--- src/rtl/bcd_to_gray_converter_if.sv ---
// Handshake bundle for the BCD-to-Gray converter: an input side qualified by
// in_valid and a registered output side qualified by out_valid.
interface bcd_to_gray_converter_if #(
    parameter int DIGITS = 1
);
    logic                  in_valid;
    logic [4*DIGITS-1:0]   bcd;
    logic                  out_valid;
    logic [4*DIGITS-1:0]   gray;
    logic [DIGITS-1:0]     digit_err;
    logic                  any_err;

    // Producer of BCD digits and consumer of the Gray result.
    modport master (
        output in_valid,
        output bcd,
        input  out_valid,
        input  gray,
        input  digit_err,
        input  any_err
    );

    // The converter itself.
    modport slave (
        input  in_valid,
        input  bcd,
        output out_valid,
        output gray,
        output digit_err,
        output any_err
    );
endinterface

--- src/rtl/bcd_to_gray_converter.sv ---
// Registered BCD-to-Gray converter. Every packed BCD digit is mapped to its
// 4-bit reflected Gray code in parallel; nibbles above 9 produce 0000 and
// raise that digit's error flag. All outputs are flops, one cycle of latency.
module bcd_to_gray_converter #(
    parameter int DIGITS = 1
) (
    input  logic                         clk,
    input  logic                         rst,
    bcd_to_gray_converter_if.slave       bus
);

    // Gray code of one BCD digit; a non-BCD nibble maps to 0000 so a bad
    // digit never looks like a plausible code downstream.
    function automatic logic [3:0] digit_to_gray(input logic [3:0] b);
        logic [3:0] g;
        if (b > 4'd9) begin
            g = 4'b0000;
        end else begin
            g = b ^ (b >> 1);
        end
        return g;
    endfunction

    logic [4*DIGITS-1:0] gray_d,      gray_q;
    logic [DIGITS-1:0]   digit_err_d, digit_err_q;
    logic                any_err_d,   any_err_q;
    logic                out_valid_d, out_valid_q;

    // Next-state: convert every digit when in_valid, otherwise keep the last result.
    always_comb begin
        // NOTE: every variable gets a default before any branch, so no path
        // leaves it unassigned and no latch is inferred.
        gray_d      = gray_q;
        digit_err_d = digit_err_q;
        any_err_d   = any_err_q;
        out_valid_d = bus.in_valid;

        if (bus.in_valid) begin
            for (int i = 0; i < DIGITS; i++) begin
                gray_d[4*i +: 4] = digit_to_gray(bus.bcd[4*i +: 4]);
                digit_err_d[i]   = (bus.bcd[4*i +: 4] > 4'd9);
            end
            // Reduce the freshly computed flags so any_err lines up with digit_err.
            any_err_d = |digit_err_d;
        end
    end

    // Output registers with asynchronous reset; an input seen during reset is dropped.
    always_ff @(posedge clk or posedge rst) begin
        if (rst) begin
            gray_q      <= '0;
            digit_err_q <= '0;
            any_err_q   <= 1'b0;
            out_valid_q <= 1'b0;
        end else begin
            // NOTE: non-blocking assignments so every flop samples the
            // pre-edge values, independent of statement order.
            gray_q      <= gray_d;
            digit_err_q <= digit_err_d;
            any_err_q   <= any_err_d;
            out_valid_q <= out_valid_d;
        end
    end

    assign bus.gray      = gray_q;
    assign bus.digit_err = digit_err_q;
    assign bus.any_err   = any_err_q;
    assign bus.out_valid = out_valid_q;

endmodule

--- src/flat_wrapper.sv ---
// flat-port wrapper written by rule: the top's interface ports become plain ports
module bcd_to_gray_converter_flat 
#(
    parameter int DIGITS = 1
)
  (clk, rst, bus_in_valid, bus_bcd, bus_out_valid, bus_gray, bus_digit_err, bus_any_err);
  bcd_to_gray_converter_if #(.DIGITS(DIGITS)) bus_i ();
  input  logic clk;
  input  logic rst;
  input wire logic [$bits(bus_i.in_valid)-1:0] bus_in_valid;
  input wire logic [$bits(bus_i.bcd)-1:0] bus_bcd;
  output wire logic [$bits(bus_i.out_valid)-1:0] bus_out_valid;
  output wire logic [$bits(bus_i.gray)-1:0] bus_gray;
  output wire logic [$bits(bus_i.digit_err)-1:0] bus_digit_err;
  output wire logic [$bits(bus_i.any_err)-1:0] bus_any_err;
  assign bus_i.in_valid = bus_in_valid;
  assign bus_i.bcd = bus_bcd;
  assign bus_out_valid = bus_i.out_valid;
  assign bus_gray = bus_i.gray;
  assign bus_digit_err = bus_i.digit_err;
  assign bus_any_err = bus_i.any_err;
  bcd_to_gray_converter #(.DIGITS(DIGITS)) u_core (.clk(clk), .rst(rst), .bus(bus_i));
endmodule
--- config.mk ---
export PLATFORM = sky130hd
export DESIGN_NAME = bcd_to_gray_converter_flat
export DESIGN_NICKNAME = d
export VERILOG_FILES = /design/src/rtl/bcd_to_gray_converter_if.sv /design/src/rtl/bcd_to_gray_converter.sv /design/src/flat_wrapper.sv
export SDC_FILE = /design/constraint.sdc
export NUM_CORES = 1
export LEC_CHECK = 0
export CORE_AREA = 5 5 42 44
export CTS_CLUSTER_SIZE = 8
export DETAILED_ROUTE_END_ITERATION = 8
export DIE_AREA = 0 0 47 49
export MAX_ROUTING_LAYER = met4
export SYNTH_ARGS = -nofsm -noshare
export SYNTH_HDL_FRONTEND = slang
export SYNTH_SLANG_ARGS = --single-unit
--- constraint.sdc ---
create_clock -name clk -period 1.95 [get_ports clk]
set_input_delay 0.39 -clock clk [delete_from_list [all_inputs] [get_ports clk]]
set_output_delay 0.39 -clock clk [all_outputs]
set_load 0.02 [all_outputs]
==> results.yml <==
sta:
  fin_crit_sh_pct: 82.0
  tightest_slew_ps: 328
  maxSlewHeadroom_pct: 78.0
  fin_crit_ps: 1600
  fmax_mhz: 625
  final_hold_viol_count: 0
  maxSlewViolCount: 0
  setup_viol: 0
  setup_ws_ps: 350
  skew_ps: 0
  fin_tns_setup_ps: 0
  rsz0062_at_grt: "no"
synthesis:
  synth_cell_types: 12
  synth_top_family_by_area: "adder cells"
  synth-xor-area-share_pct: 2.60
  syn-num-nets: 43
  synth_mux_area_share_pct: 4.46
  yosysWarnings: 0
  synthSimpleGateAreaFrac_pct: 9.29
  synth_seq_cells: 6
  synthAdderAreaFrac_pct: 14.9
  synth_compound_area_share_pct: 11.9
  synth_area_per_cell_um2: 10.5
  syn_inst: 32
  syn_area_um2: 337
  seq_area_frac_synth_pct: 44.6
placement:
  placed_cell_area_um2: 483
  place_congestion: 0.734
  hpwl_um: 457
  pre_cts_slack_ps: 154
  io_buffer_count: 13
floorplanning:
  io_pins: 14
  die-width_um: 47
  die_h_um: 49
  core_area_um2: 1400
  initial_utilization_pct: 24.0
  die_area_um2: 2300
  rows: 14
routing:
  vias_per_cell: 3.86
  routed_wl_um: 542
  drc: 0
  drt_iter0_drc: 2
  postRouteAntennaNets: 0
  wl_per_cell_um: 8.60
  firstDrtPassIters: 2
  dr_total_vias: 243
setup_path:
  rr_worst_depth: 1
  path_delay_family: "buffers and inverters"
  start_kind: "flip-flop"
  path_class: "flip-flop to primary output"
  required_ps: 1560
  rr_endpoint: "u_core.bus.digit_err$_DFFE_PP0P_"
  cp-end-kind: "primary output"
  crit_path_start: "u_core.bus.digit_err$_DFFE_PP0P_"
  cp_slowest_cell: "clkdlybuf4s50_1"
  cp_max_fo: 3
  cpPeakStageDelay_ps: 610
  worst-endpoint-arrival_ps: 1210
  r2r-start: "u_core.bus.digit_err$_DFFE_PP0P_"
  worst-path-buf-inv: 1
  rrSetupSlack_ps: 1180
  path_cells: "clkdlybuf4s50_1"
clock_tree:
  postCtsHoldBufs: 0
  cts.sinks: 6
  root_buffer: "clkbuf_4"
  postCtsSetupBuffers: 0
  tritoncts: "done"
  numCtsBuffers: 3
  h-tree-depth: 1
  clkTransAtPathRegs_ps: 40
  cts_max_path_buffers: 2
  cts-resized-gates: 0
  clkLatencyLatePin_ps: 240
global_route:
  grt_pass1_wl_um: 841
  grt_max_degree: 11
  groute.usage.overall_pct: 5.81
  overflow: 0
  antenna_found_initial: 0
  grt_pass1_vias: 207
finish:
  seq_area_um2: 150
  multi_input_area_um2: 145
  stdcell_area_um2: 505
  n_fill_cell: 158
  layout-drive-gt1-share_pct: 14.9
  syn_to_final_growth_pct: 50.2
  fin_nets: 60
  insertedDiodeCount: 0
  final_util_pct: 36.1
outcome:
  status: "completed"
power:
  p_leak_nw: 0.245
  vdd_drop_max_mv: 0.197
  power_density_nw_per_um2: 718
flow_run:
  max-cap-violations: 0
hold_path:
  hp-class: "input port to asynchronous set/reset pin"
==> flip-flops by register name, indices dropped and copies added, names as in the netlist <==
signal,flops
u_core.bus.out_valid,1
u_core.bus.digit_err,1
u_core.bus.gray,4
==> layer usage <==
metal  vias to the layer above  GRT usage [%]  share of wire [%]
met5                         -              -                  0
met4                         0           6.91                  0
met3                         0           3.32                 17
met2                        12           5.88                 38
met1                        99           6.71                 45
li1                        132              -                  -
==> synthesized netlist by cell type <==
cell type,n,area (µm²)
a2bb2oi_2,1,15.0
buf_4,1,7.51
clkbuf_1,1,3.75
dfrtp_1,6,150
ha_1,4,50.1
inv_1,8,30.0
mux2_4,1,15.0
nand2_1,3,11.3
nand2b_1,1,6.26
nor2b_4,1,13.8
o22ai_1,4,25.0
xor2_1,1,8.76
==> where the power goes <==
part	leakage (nW)	total [W]	internal [W]	switching (W)
Combinational	0.156	0.000108	0.0000583	0.0000500
Clock	0.0138	0.000109	0.0000693	0.0000399
Sequential	0.0750	0.000146	0.000139	0.00000700
Total	0.245	0.000363	0.000266	0.0000969
==> cells in the final DEF (no fill, tap or decap) <==
master,count
a2bb2oi_2,1
buf_4,1
clkbuf_4,3
clkdlybuf4s50_1,13
dfrtp_1,6
ha_1,4
inv_1,8
mux2_4,1
nand2_1,3
nand2b_1,1
nor2b_4,1
o22ai_1,4
xor2_1,1
==> cell families (layout without fill, tap and decap cells) <==
family,after synthesis,in the layout
buffers and inverters,10,25
flip-flops,6,6
AO/OA/AOI/OAI,5,5
AND/OR/NAND/NOR,5,5
adder cells (fa/ha/maj),4,4
XOR/XNOR,1,1
multiplexers,1,1
==> per-stage QoR <==
step	total power, W	hold slack, ps	std cells
floorplan	0.000207	181	32
global placement	0.000257	526	60
detailed placement	0.000257	527	60
CTS	0.000372	367	63
global route	0.000387	387	63
finish	0.000363	362	63
==> cell type report <==
cell class,instances,share of cell area [%]
well taps,16,3.96
clock buffers,3,4.46
flip-flops and latches,6,29.7
inverters,8,5.94
multi-input cells,16,28.7
repair buffers,14,27.2
==> how the worst max path moves through the flow <==
| stage | to | cells after the start | slack, ps |
|---|---|---|---|
| 2_1_floorplan | u_core.bus.digit_err$_DFFE_PP0P_ | 5 | 700 |
| 3_3_place_gp | u_core.bus.digit_err$_DFFE_PP0P_ | 6 | 170 |
| 3_5_place_dp | u_core.bus.digit_err$_DFFE_PP0P_ | 6 | 150 |
| 4_1_cts | bus_any_err | 1 | 330 |
| 5_1_grt | bus_any_err | 1 | 320 |
| 6_report | bus_digit_err | 1 | 350 |
(Power assumes the default switching activity.)
